### config.mk
export PLATFORM = sky130hd
export DESIGN_NAME = serial_tx_arbiter
export DESIGN_NICKNAME = d
export VERILOG_FILES = /design/src/rtl/serial_tx_arbiter.sv
export SDC_FILE = /design/constraint.sdc
export NUM_CORES = 1
export LEC_CHECK = 0
export BUFFER_PORTS_ARGS = -buffer_cell sky130_fd_sc_hd__buf_2
export CELL_PAD_IN_SITES_DETAIL_PLACEMENT = 0
export CELL_PAD_IN_SITES_GLOBAL_PLACEMENT = 1
export CORE_MARGIN = 4
export CORE_UTILIZATION = 35
export CTS_CLUSTER_SIZE = 12
export DETAILED_ROUTE_END_ITERATION = 16
export PLACE_DENSITY = 0.77
export SYNTH_ARGS = -nofsm -noshare
export SYNTH_HDL_FRONTEND = slang
export SYNTH_SLANG_ARGS = --single-unit
### constraint.sdc
create_clock -name clk -period 2.4 [get_ports clk]
set_input_delay 0.12 -clock clk [delete_from_list [all_inputs] [get_ports clk]]
set_output_delay 0.12 -clock clk [all_outputs]
set_load 0.05 [all_outputs]
### src/rtl/serial_tx_arbiter.sv
// Round-robin scheduler that sends one requester byte at a time on a shared idle-high
// serial line. Frame: start 0, 8 data bits LSB first, stop 1, then GAP idle-high cycles.
module serial_tx_arbiter #(
   parameter int NREQ = 4,
   parameter int GAP  = 0,
   parameter int IDW  = $clog2(NREQ)
) (
   input  logic              clk,
   input  logic              reset,
   input  logic [NREQ-1:0]   req,
   input  logic [8*NREQ-1:0] data,
   output logic [NREQ-1:0]   ack,
   output logic [IDW-1:0]    gnt_id,
   output logic              out,
   output logic              busy,
   output logic              done
);

   typedef enum logic [2:0] {
      S_IDLE  = 3'd0,
      S_START = 3'd1,
      S_DATA  = 3'd2,
      S_STOP  = 3'd3,
      S_GAP   = 3'd4
   } state_t;

   localparam logic [3:0]     GAP_LD   = 4'(GAP);
   localparam logic [IDW:0]   NREQ_EXT = (IDW+1)'(NREQ);
   localparam logic [IDW-1:0] LAST_ID  = IDW'(NREQ - 1);

   state_t         state_q, state_d;
   logic [7:0]     shreg_q, shreg_d;
   logic [2:0]     bit_cnt_q, bit_cnt_d;
   logic [3:0]     gap_cnt_q, gap_cnt_d;
   logic [IDW-1:0] ptr_q, ptr_d;
   logic [IDW-1:0] gnt_id_q, gnt_id_d;

   logic [7:0]     req_byte [NREQ];
   logic [IDW:0]   rot_sum  [NREQ];
   logic [IDW-1:0] cand_idx [NREQ];
   logic [NREQ-1:0] cand_req;
   logic           win_valid;
   logic [IDW-1:0] win_idx;
   logic           arb_point;

   // cand_idx[k] is the requester k places after ptr, wrapped modulo NREQ
   genvar gi;
   generate
      for (gi = 0; gi < NREQ; gi++) begin : g_req
         assign req_byte[gi] = data[8*gi +: 8];
         assign rot_sum[gi]  = {1'b0, ptr_q} + (IDW+1)'(gi);
         assign cand_idx[gi] = (rot_sum[gi] >= NREQ_EXT) ? IDW'(rot_sum[gi] - NREQ_EXT)
                                                         : IDW'(rot_sum[gi]);
         assign cand_req[gi] = req[cand_idx[gi]];
         assign ack[gi]      = (state_q == S_START) && (gnt_id_q == IDW'(gi));
      end
   endgenerate

   // Scan from the far end so the smallest offset from ptr is the final assignment
   always_comb begin
      win_valid = |req;
      win_idx   = '0;
      for (int k = NREQ - 1; k >= 0; k--) begin
         if (cand_req[k]) begin
            win_idx = cand_idx[k];
         end
      end
   end

   always_ff @(posedge clk or posedge reset) begin
      if (reset) begin
         state_q   <= S_IDLE;
         shreg_q   <= '0;
         bit_cnt_q <= '0;
         gap_cnt_q <= '0;
         ptr_q     <= '0;
         gnt_id_q  <= '0;
      end else begin
         state_q   <= state_d;
         shreg_q   <= shreg_d;
         bit_cnt_q <= bit_cnt_d;
         gap_cnt_q <= gap_cnt_d;
         ptr_q     <= ptr_d;
         gnt_id_q  <= gnt_id_d;
      end
   end

   always_comb begin
      state_d   = state_q;
      shreg_d   = shreg_q;
      bit_cnt_d = bit_cnt_q;
      gap_cnt_d = gap_cnt_q;
      ptr_d     = ptr_q;
      gnt_id_d  = gnt_id_q;
      arb_point = 1'b0;

      case (state_q)
         S_IDLE: begin
            arb_point = 1'b1;
         end
         S_START: begin
            state_d   = S_DATA;
            bit_cnt_d = 3'd0;
         end
         S_DATA: begin
            shreg_d   = {1'b0, shreg_q[7:1]};
            bit_cnt_d = bit_cnt_q + 3'd1;
            if (bit_cnt_q == 3'd7) begin
               state_d = S_STOP;
            end
         end
         S_STOP: begin
            if (GAP == 0) begin
               arb_point = 1'b1;
            end else begin
               state_d   = S_GAP;
               gap_cnt_d = GAP_LD;
            end
         end
         S_GAP: begin
            gap_cnt_d = gap_cnt_q - 4'd1;
            if (gap_cnt_q == 4'd1) begin
               arb_point = 1'b1;
            end
         end
         default: begin
            state_d = S_IDLE;
         end
      endcase

      // Granting from STOP or the last gap cycle makes frames abut with no idle cycle
      if (arb_point) begin
         if (win_valid) begin
            state_d  = S_START;
            shreg_d  = req_byte[win_idx];
            gnt_id_d = win_idx;
            ptr_d    = (win_idx == LAST_ID) ? '0 : win_idx + IDW'(1);
         end else begin
            state_d  = S_IDLE;
         end
      end
   end

   always_comb begin
      out  = 1'b1;
      busy = 1'b0;
      done = 1'b0;
      case (state_q)
         S_START: begin
            out  = 1'b0;
            busy = 1'b1;
         end
         S_DATA: begin
            out  = shreg_q[0];
            busy = 1'b1;
         end
         S_STOP: begin
            busy = 1'b1;
            done = 1'b1;
         end
         S_GAP: begin
            busy = 1'b1;
         end
         default: begin
            out  = 1'b1;
         end
      endcase
   end

   assign gnt_id = gnt_id_q;

endmodule

---- Word level (Yosys, flattened, before mapping) ----
Cells that the tools add are included.
storage, ports and cells
  register bits after elaboration ......... 22
  bits in latches ......................... 0
  RAM bits ................................ 0
  bits in read-only memories .............. 0
  bits of input ports ..................... 38
  output and inout port bits .............. 9
  logic and storage cells ................. 84
  memories kept ........................... 0
cells by class
  $add $sub $neg .......................... 10
  $mul .................................... 0
  div/mod/pow operators ................... 0
  $lt $le $gt $ge ......................... 9
  equality and inequality tests ........... 12
  shifts and indexed selects .............. 0
  multiplexer cells ....................... 33
  bitwise operators ....................... 1
  reductions and logical operators ........ 13
operator list
  kind                                                        number
  2-to-1 mux 8 bit                                            5
  2-to-1 mux 2 bit                                            9
  binary-select mux 8 bit (select 2 bit)                      1
  >= comparator 3 bit, second input constant                  4
  less-than comparator 2 x 3 -> 1 bit, second input constant  4
  one-hot mux 3 bit (3 select lines)                          1
  binary-select mux 1 bit (select 2 bit)                      4
  2-to-1 mux 1 bit                                            8
  OR reduction 4 bit                                          2
  subtractor 2 x 1 -> 2 bit, second input constant            4
  adder 2 x 2 -> 3 bit, second input constant                 2
  == test 2 bit, second input constant                        3
  == test 3 x 2 -> 1 bit, second input constant               2
  == test 3 bit, second input constant                        2
  2-to-1 mux 3 bit                                            2
  one-hot mux 3 bit (2 select lines)                          1
  == test 4 x 1 -> 1 bit, second input constant               1
  logical AND 1 bit                                           4
  one-hot mux 1 bit (2 select lines)                          2
  AND reduction 2 bit                                         2
  subtractor 4 x 1 -> 4 bit, second input constant            1
  adder 2 x 1 -> 3 bit, second input constant                 1
  adder 3 x 1 -> 3 bit, second input constant                 1
  == test 3 x 1 -> 1 bit, second input constant               1
  11 further kinds                                            11

---- Logic depth before layout (Yosys ltp) ----
  depth in word-level cells ............... 15
  depth in mapped cells ................... 8
  depth with buffers taken out ............ 7

---- Worst setup path before layout ----
OpenSTA, ideal clock, no wires.
  kind .................................... reg2out
  start ................................... register state_q[0]
  end ..................................... output port out
  arrival time ............................ 2.174 ns
  data required time ...................... 2.280 ns
  setup slack ............................. 0.106 ns
  stages on the path, launching flop included .. 6
  path buffers ............................ 2
  path through ............................ dfrtp_1 > inv_1 > ha_1 > clkbuf_1 > clkbuf_1 > o21ai_0
on the way
  word-level cells in the longest chain between the ends .. 2
  elaborated cells between the ends (all ways) .. 3
  those cells by class .................... eq/ne: 2; mux: 1
ends and longest elaborated chain
  what                                                                     line  text
  start, declared                                                          31    state_t state_q, state_d;
  start signal, assigned                                                   79    state_q <= state_d;
  == test 3 x 2 -> 1 bit / == test 3 x 1 -> 1 bit (equally long branches)  148   case (state_q)
  one-hot mux 1 bit (2 select lines) (*)                                   148
  end, declared                                                            14    output logic out,
Every way passes the cells marked *; elsewhere a longest branch is shown, timed or not.

---- Final worst setup path ----
  start ................................... register state_q[0]
  end ..................................... register shreg_q[1]
on the way
  word-level cells in the longest chain between the ends .. 4
  elaborated cells between the ends (all ways) .. 9
  those cells by class .................... eq/ne: 3; mux: 4; reduce/logical: 2
ends and longest elaborated chain
  what                                                                            line     text
  == test 3 x 2 -> 1 bit / zero test 3 bit (equally long branches)                97       case (state_q)
  OR reduction 2 bit (no source line) / 2-to-1 mux 8 bit (equally long branches)  n/a
  one-hot mux 1 bit (2 select lines) / 2-to-1 mux 8 bit (equally long branches)   97, 133
  2-to-1 mux 8 bit (*)                                                            132      if (arb_point) begin
  via shreg_d[1]                                                                  32       logic [7:0] shreg_q, shreg_d;
  end signal, assigned                                                            80       shreg_q <= shreg_d;
  end, declared                                                                   32
Mark *: on every way through the listed nets, which the timed path passes. The rest lies on a longest branch.
A chain may end at the register's enable or synchronous reset.

==> summary.md <==
| Metric | Value |
|---|---|
| Share of the yosys chip area belonging to registers | 36.3% |
| Vias/cell | 4.96 |
| Worst Path Required | 2.56 ns |
| Commonest non-fill, non-tap cells in the layout | buf_2, mux2i_1, dfrtp_1 |
| Delay-heaviest family, CP | simple AND/OR/NAND/NOR gates |
| I/O pin count | 47 |
| CTS tree | done |
| Critical Path Source Type | flip-flop |
| Worst Hold End | shreg_q[7] |
| Post-CTS Setup Bufs | 0 |
| # DRC | 0 |
| I/O Buffers | 46 |
| DIE HEIGHT | 65.9 um |
| Post-Syn Nets | 169 |
| R2R Setup Slk | 0.35 ns |
| Combinational power share | 65.8% |
| Syn-to-layout area delta | 26.5% |
| #FFs+latches synth | 17 |
| Path type of the worst setup path | reg -> reg |
| CP Capture Type | flip-flop |
| Yosys warning count | 0 |
| Post-Syn Area | 1170 um^2 |
| Final Hold Fails | 0 |
| Layout cells sized above 1 | 32.7% |
| Num CTS Buffers | 3 |
| Chip width | 65.9 um |
| Pleak | 0.000779 uW |
| Syn_area_per_cell | 9.45 um^2 |
| DRT antenna net count | 0 |
| Fmax | 0.487 GHz |
| Max-slew violations | 0 |
| Gp weighted congestion | 0.796 |
| Outcome | complete, no violations |
| Psw | 992 uW |
| Internal Pwr Total | 1010 uW |
| DR pass1 iterations | 3 |
| Worst Hold Launch | data[31] |
| Worst Path Max Fanout | 9 |
| Hold Slack | 0.174 ns |
| Placed Area | 1450 um^2 |
| First-pass GRT wire length | 4.65 mm |
| Initial Util | 37.5% |
| Dominant cell type by area after synthesis | dfrtp_1 |
| Root Driver | clkbuf_4 |
| Min-Delay Path Depth | 3 |
| Global route overflow | 0 |
| Synth Instances | 124 |
| Max clock buf depth | 2 |
| Most common cell after layout, fill and taps aside | buf_2 |
| Setup Skew | 0.00115 ns |
| Slew HR | 58.1% |
| RSZ-0062 raised after global routing | false |
| GRT Util Overall | 13.7% |
| Largest net degree at the start of global routing | 18 |
| RR Endpoint | shreg_q[1] |
| Antenna cells | 0 |
| Max H-tree Level | 1 |
| Worst Path Arrival | 2.21 ns |
| Clock power share | 7.5% |
| Worst Tran Pin Value | 0.628 ns |
| Tmin final | 2.05 ns |
| Final setup fails | 0 |
| CP max stage cell | or4_1 |
| Reg2Reg Depth | 6 |
| Setup TNS Final | 0 ns |
| Initial drt markers | 36 |
| Buf+Inv Stages, Crit Path | 1 |
| RR Startpoint | state_q[0] |
| Share of the synthesized area in the top cell type | 36.3% |
| Final wirelength | 2.76 mm |
| Register share of total power | 26.7% |
| Floorplan row count | 20 |
| Initial antenna violation count | 0 |
| Final Cycle Share | 85.5% |
| Critical path cell sequence | inv_1, ha_1, a21o_1, or4_1, a211oi_1, a221oi_1 |
| Total Power | 2000 uW |
| Post-route design area | 1480 um^2 |
| Routed WL per cell | 12.8 um |
| Worst hold path type | in -> reg |
| CTS Sinks | 17 |
| Clk Latency, worst-skew pair | 0.28 ns |
| Ranking of synthesized cells by area | dfrtp_1, mux2i_1, ha_1 |
| Die ar. | 4340 um^2 |
| Maximum vdd ir drop | 0.000512 V |
| Net Sw Frac | 49.5% |
| Number of max-cap violations | 0 |
| Pwr Density | 1350 nW/um^2 |
| Vias in the first global route | 1094 |
| Final #Nets | 217 |
| Clock slew at reported path FFs | 0.09 ns |
| Placeable Area | 3130 um^2 |
| Netlist cell types | 30 |
| DP Wirelength | 2.28 mm |
| CP max stage delay | 0.58 ns |
| Filler cells | 317 |
| Via count | 1067 |
power by group through the flow:
stage	registers [uW]	logic, uW	clock network, uW
floorplan	568	994	0
global placement	533	1300	0
detailed placement	540	1330	0
CTS	534	1330	156
global route	560	1460	165
finish	534	1320	150
what timing repair did:
item / CTS / global route
hold buffers: 1 / 0
resized for setup: 0 / 0
hold endpoints to repair: 17 / 0
how the worst max path moves through the flow:
stage | startpoint | to | depth (start not counted)
global placement | state_q[0] | shreg_q[2] | 6
CTS | state_q[0] | shreg_q[0] | 6
floorplan | state_q[0] | out | 5
detailed placement | state_q[0] | shreg_q[0] | 6
finish | state_q[0] | shreg_q[1] | 6
global route | state_q[1] | shreg_q[1] | 6
synth_stat cells (all sizes together):
| library cell | instances |
|---|---|
| clkinv | 1 |
| o21ai | 5 |
| or3 | 1 |
| o21ba | 1 |
| nand3 | 2 |
| nand2 | 11 |
| o31ai | 2 |
| clkbuf | 6 |
| or4 | 2 |
| nand2b | 2 |
| mux2i | 17 |
| a21oi | 3 |
| a221oi | 7 |
| and2 | 2 |
| dfrtp | 17 |
| nor2 | 5 |
| and3b | 1 |
| nor3b | 2 |
| nand4b | 1 |
| inv | 8 |
| a21o | 1 |
| ha | 7 |
| a211oi | 7 |
| o221ai | 1 |
| buf | 1 |
| nor2b | 2 |
| nand3b | 1 |
| and3 | 8 |
sequential cells by signal, summed over array words and instances, names as in the netlist:
name,cells
ptr_q,2
gnt_id,2
bit_cnt_q,3
state_q,2
shreg_q,8
cells by family (layout without fill, tap and decap cells):
kind of cell / Yosys count / in the layout / share of synthesized area (%)
simple gates: 40 / 40 / 19.2
fa+ha+maj: 7 / 7 / 7.47
flops: 17 / 17 / 36.3
mux: 17 / 17 / 14.5
compound gates: 27 / 27 / 16.6
buf+inv: 16 / 63 / 5.87
final cells by class:
class	instances	area, um^2	area share (%)
multi-input cells	91	678	45.7
flip-flops and latches	17	425	28.7
repair buffers	50	263	17.7
well taps	44	55.1	3.71
inverters	9	35.0	2.36
clock buffers	4	26.3	1.77
tightest hold or removal path: cells and delay by family:
kind / cells / cell delay (ns)
buffers and inverters: 1 / 0.08
AO/OA/AOI/OAI: 1 / 0.16
multiplexers: 1 / 0.06
metal layers:
layer,GRT usage (%),wire [um]
met1,16.6,1220
met2,23.8,1340
met3,2.04,162
met4,6.22,34
met5,0,0
per-stage QoR:
| stage | std cells | setup slack [ns] | util [%] |
|---|---|---|---|
| 2_1_floorplan | 124 | 0.106 | - |
| 3_5_place_dp | 210 | 0.355 | 46.2 |
| 3_3_place_gp | 210 | 0.476 | 46.2 |
| 6_report | 215 | 0.347 | 47.4 |
| 5_1_grt | 215 | 0.187 | 47.4 |
| 4_1_cts | 215 | 0.338 | 47.4 |
Power figures use the tool's default switching activity.
